==> src/rtl/bist_sequencer.sv <==
// Initiator-side controller for the memory BIST engines: runs all engines in one
// parallel group or one at a time, bounds each group with a watchdog, and collects results.
module bist_sequencer #(
  parameter int unsigned NUM_BIST    = 4,
  parameter int unsigned TIMEOUT_CYC = 1048576
) (
  input  logic                CLK,
  input  logic                RST,
  input  logic                START,
  input  logic                ABORT,
  input  logic                SEQ_MODE,
  output logic [NUM_BIST-1:0] BIST_RSTN,
  output logic [NUM_BIST-1:0] BIST_MODE,
  input  logic [NUM_BIST-1:0] BIST_FAIL,
  input  logic [NUM_BIST-1:0] BIST_FINISH,
  output logic                BUSY,
  output logic                DONE,
  output logic                PASS,
  output logic [NUM_BIST-1:0] FAIL_VEC,
  output logic [NUM_BIST-1:0] TIMEOUT_VEC
);

  localparam int unsigned   TW     = $clog2(TIMEOUT_CYC);
  localparam int unsigned   IW     = (NUM_BIST > 1) ? $clog2(NUM_BIST) : 1;
  localparam logic [TW-1:0] T_LAST = TW'(TIMEOUT_CYC - 1);
  localparam logic [IW-1:0] I_LAST = IW'(NUM_BIST - 1);

  typedef enum logic [1:0] {S_IDLE, S_ARM, S_RUN, S_FIN} state_e;

  state_e              state_q, state_d;
  logic [IW-1:0]       idx_q, idx_d;
  logic [TW-1:0]       timer_q, timer_d;
  logic                seq_q, seq_d;
  logic                busy_q, busy_d;
  logic                done_q, done_d;
  logic                pass_q, pass_d;
  logic [NUM_BIST-1:0] fail_vec_q, fail_vec_d;
  logic [NUM_BIST-1:0] timeout_vec_q, timeout_vec_d;
  logic [NUM_BIST-1:0] bist_rstn_q, bist_rstn_d;
  logic [NUM_BIST-1:0] bist_mode_q, bist_mode_d;
  logic [NUM_BIST-1:0] grp;
  logic                finished;
  logic                expired;

  function automatic logic [NUM_BIST-1:0] grp_of(input logic seq, input logic [IW-1:0] idx);
    return seq ? (NUM_BIST'(1) << idx) : '1;
  endfunction

  always_comb begin
    state_d       = state_q;
    idx_d         = idx_q;
    timer_d       = timer_q;
    seq_d         = seq_q;
    busy_d        = busy_q;
    done_d        = done_q;
    pass_d        = pass_q;
    fail_vec_d    = fail_vec_q;
    timeout_vec_d = timeout_vec_q;
    bist_rstn_d   = bist_rstn_q;
    bist_mode_d   = bist_mode_q;
    grp           = grp_of(seq_q, idx_q);
    finished      = (BIST_FINISH & grp) == grp;
    expired       = timer_q == T_LAST;

    case (state_q)
      S_IDLE: begin
        if (START && !ABORT) begin
          state_d       = S_ARM;
          seq_d         = SEQ_MODE;
          idx_d         = '0;
          busy_d        = 1'b1;
          done_d        = 1'b0;
          pass_d        = 1'b0;
          fail_vec_d    = '0;
          timeout_vec_d = '0;
          bist_rstn_d   = grp_of(SEQ_MODE, '0);
          bist_mode_d   = '0;
        end
      end
      S_ARM: begin
        state_d     = S_RUN;
        timer_d     = '0;
        bist_rstn_d = grp;
        bist_mode_d = grp;
      end
      S_RUN: begin
        timer_d = timer_q + TW'(1);
        // Completion has priority over a watchdog expiring on the same edge.
        if (finished || expired) begin
          fail_vec_d  = fail_vec_q | (BIST_FAIL & grp);
          if (!finished) timeout_vec_d = timeout_vec_q | (grp & ~BIST_FINISH);
          bist_mode_d = '0;
          if (seq_q && (idx_q < I_LAST)) begin
            idx_d       = idx_q + IW'(1);
            bist_rstn_d = grp_of(1'b1, idx_q + IW'(1));
            state_d     = S_ARM;
          end else begin
            bist_rstn_d = '0;
            state_d     = S_FIN;
          end
        end
      end
      S_FIN: begin
        state_d = S_IDLE;
        busy_d  = 1'b0;
        done_d  = 1'b1;
        pass_d  = ~|fail_vec_q & ~|timeout_vec_q;
      end
      default: state_d = S_IDLE;
    endcase

    if (ABORT && (state_q != S_IDLE)) begin
      state_d       = S_IDLE;
      idx_d         = '0;
      timer_d       = '0;
      busy_d        = 1'b0;
      done_d        = 1'b0;
      pass_d        = 1'b0;
      fail_vec_d    = '0;
      timeout_vec_d = '0;
      bist_rstn_d   = '0;
      bist_mode_d   = '0;
    end
  end

  always_ff @(posedge CLK or negedge RST) begin
    if (!RST) begin
      state_q       <= S_IDLE;
      idx_q         <= '0;
      timer_q       <= '0;
      seq_q         <= 1'b0;
      busy_q        <= 1'b0;
      done_q        <= 1'b0;
      pass_q        <= 1'b0;
      fail_vec_q    <= '0;
      timeout_vec_q <= '0;
      bist_rstn_q   <= '0;
      bist_mode_q   <= '0;
    end else begin
      state_q       <= state_d;
      idx_q         <= idx_d;
      timer_q       <= timer_d;
      seq_q         <= seq_d;
      busy_q        <= busy_d;
      done_q        <= done_d;
      pass_q        <= pass_d;
      fail_vec_q    <= fail_vec_d;
      timeout_vec_q <= timeout_vec_d;
      bist_rstn_q   <= bist_rstn_d;
      bist_mode_q   <= bist_mode_d;
    end
  end

  assign BIST_RSTN   = bist_rstn_q;
  assign BIST_MODE   = bist_mode_q;
  assign BUSY        = busy_q;
  assign DONE        = done_q;
  assign PASS        = pass_q;
  assign FAIL_VEC    = fail_vec_q;
  assign TIMEOUT_VEC = timeout_vec_q;

endmodule

==> config.mk <==
export PLATFORM = sky130hd
export DESIGN_NAME = bist_sequencer
export DESIGN_NICKNAME = d
export VERILOG_FILES = /design/src/rtl/bist_sequencer.sv
export SDC_FILE = /design/constraint.sdc
export NUM_CORES = 1
export LEC_CHECK = 0
export CAP_MARGIN = 0
export CELL_PAD_IN_SITES_DETAIL_PLACEMENT = 0
export CELL_PAD_IN_SITES_GLOBAL_PLACEMENT = 1
export CORE_MARGIN = 1.5
export CORE_UTILIZATION = 46
export CTS_CLUSTER_DIAMETER = 200
export DETAILED_ROUTE_END_ITERATION = 6
export PLACE_DENSITY = 0.86
export SETUP_SLACK_MARGIN = 0.1
export SLEW_MARGIN = 5
export SYNTH_ARGS = -nofsm -noshare
export SYNTH_HDL_FRONTEND = slang
export SYNTH_SLANG_ARGS = --single-unit
==> constraint.sdc <==
create_clock -name CLK -period 6.1 [get_ports CLK]
set_input_delay 1.525 -clock CLK [delete_from_list [all_inputs] [get_ports CLK]]
set_output_delay 1.525 -clock CLK [all_outputs]
set_load 0.01 [all_outputs]
==> impl_metrics.tcl <==
set metrics [dict create \
    status "finished, final reports clean" \
    clock_latency_ps 300 \
    synth_edf_count 0 \
    cts_hold_buffers 0 \
    required_ps 6300 \
    syn_area_um2 2599 \
    drtAntennaViolNets 0 \
    synth.yosys.warnings 0 \
    utilization 0.5540 \
    dr_total_vias 2194 \
    crit_path_end_kind "flop" \
    rows 27 \
    synth_seq_cells 44 \
    period_share 0.6388 \
    finalWorstPathRequiredPeriod_ps 3897 \
    cts_buffer_depth 2 \
    cp.arrival_ps 4090 \
    vias_per_cell 5.820 \
    diodes 0 \
    ys_types 45 \
    pwr-share-seq 0.335 \
    synth_nets 306 \
    cp_max_fo 22 \
    hpwl_mm 4.187 \
    overflow 0 \
    cap_violations 0 \
    initial_core_util 0.4749 \
    dieHeight_um 78.16 \
    critical_path_class "input port to flop" \
    grt_pass1_vias 2130 \
    final_layout_size_suffix_gt1_frac 0.08197 \
    power_mw 1.197 \
    worstHoldStart "timer_q[19]" \
    die_x_um 78.16 \
    synthArstFlopShare 1.000 \
    clkPwrFrac 0.168 \
    wire_per_inst_um 15.93 \
    routed_wl_mm 6.006 \
    clock_sinks 44 \
    min_path_type "flop to flop" \
    final_cell_mix "44 x dfrtp_1, 34 x nand2_1, 30 x clkdlybuf4s50_1" \
    ys_seq_area_frac 0.4237 \
    hold_ws_ps 484.8 \
    p_int_mw 0.7022 \
    cp-startpoint "ABORT" \
    swShare 0.4134 \
    nNetsFinal 331 \
    start_kind "input port" \
    layout.cells.non_filler 377 \
    drtIter0Drc 176 \
    final_common_cell "dfrtp_1" \
    cts_tree "yes" \
    tightest_slew_ps 996.5 \
    cts_made_buffers 5 \
    ctsRootBufferMaster "clkbuf_8" \
    clock_skew_ps 8.561 \
    dr.pass1.iters 4 \
    finalSetupViolations 0 \
    antenna_found_initial 0 \
    ctsResizeCount 0 \
    maxSlewHeadroom 0.3357 \
    drv_slew 0 \
    io_pins 32 \
    grt_use_total 0.2162 \
    r2r_start "state_q[1]" \
    combPwrFrac 0.498 \
    dp.cells 370 \
    clk_pin_slew_ps 80 \
    core_area_um2 5473 \
    max_freq_mhz 256.6 \
    portBuffers 31 \
    place.gp.congestion 0.8154 \
    cts_htree_levels 2 \
    rsz0062_at_grt "false" \
    hold_viol 0 \
    area_growth_syn_to_layout_pct 16.66 \
    fin_tns_setup_ps 0 \
    synth_ff_type "dfrtp_1" \
    p_leak_nw 1.306 \
    switching_power_mw 0.4949 \
    pwr_density_cell_nw_per_um2 394.8 \
    fp.dieArea_um2 6109 \
    avgSynthCellArea_um2 9.281 \
    drc 0 \
    synthCells 280 \
    postCtsSetupRepairBufs 0 \
    grt_pass1_wl_mm 10.44 \
    grt_start_max_net_pins 45 \
    vdd_drop_max_mv 0.2147 \
]
area by class of cell:
class	count	area, µm²
fill	493	2441
tap	72	90.09
inverter	12	45.04
timing repair buffer	32	312.8
multi-input combinational	210	1386
sequential	44	1101
clock buffer	7	96.34
critical path, cell delays in order:
cell and delay (ps):
clkdlybuf4s50_1 580, nand2b_1 260, and2_1 690, o31ai_2 290, or2_2 450, a32o_1 280
cell usage after synthesis (all sizes together) (5+ instances only):
cell type / n / share of area
dfrtp: 44 / 0.42
nand2: 34 / 0.049
o21ai: 29 / 0.060
nand3: 20 / 0.043
nor2: 17 / 0.025
ha: 13 / 0.063
inv: 12 / 0.017
nand4: 11 / 0.032
a21oi: 8 / 0.015
a31oi: 7 / 0.017
a32o: 7 / 0.027
buf: 7 / 0.017
clkbuf: 7 / 0.010
o31ai: 7 / 0.022
mux2: 6 / 0.033
nor2b: 6 / 0.014
and3: 5 / 0.013
nor3: 5 / 0.012
o211ai: 5 / 0.014
power by group through the flow:
stage,Sequential [mW],Combinational [mW],Clock (mW)
after global placement,0.406,0.586,0
after CTS,0.400,0.597,0.203
final,0.401,0.596,0.201
after floorplan,0.409,0.389,0
after detailed placement,0.405,0.591,0
after global routing,0.410,0.661,0.217
flip-flops by register name (all words and copies together) (netlist names):
name         count
PASS             1
idx_q            2
BIST_MODE        4
state_q          2
DONE             1
TIMEOUT_VEC      4
FAIL_VEC         4
seq_q            1
BUSY             1
timer_q         20
BIST_RSTN        4
worst paths after layout:
kind	slack, ps	endpoint	depth (start not counted)
max	2200	idx_q[1]	6
min	480	timer_q[19]	1
max reg2reg	3050	idx_q[1]	7
min reg2reg	480	timer_q[19]	1
max in group asynchronous	4100	timer_q[4]	1
min in group asynchronous	1380	timer_q[16]	1
cells by family after synthesis:
| kind of cell | count (synthesis) | share of synthesized area |
|---|---|---|
| muxes | 6 | 0.03322 |
| DFF | 44 | 0.4237 |
| and+or+nand+nor | 113 | 0.2330 |
| buffers and inverters | 26 | 0.04478 |
| AOI/OAI and AO/OA | 78 | 0.2027 |
| adders and majority gates | 13 | 0.06259 |
through the flow:
step / setup WS (ps) / area, µm²
after floorplan: 3271 / 2599
after global placement: 1948 / 2935
after detailed placement: 1876 / 2935
after CTS: 2198 / 3032
after global routing: 1999 / 3032
final: 2203 / 3032
per-layer routing:
layer | routed length, µm | global-route usage
met1 | 2986 | 0.3039
met2 | 2689 | 0.3313
met3 | 260 | 0.04884
met4 | 69 | 0.06786
met5 | 0 | 0
(Power assumes the default switching activity.)
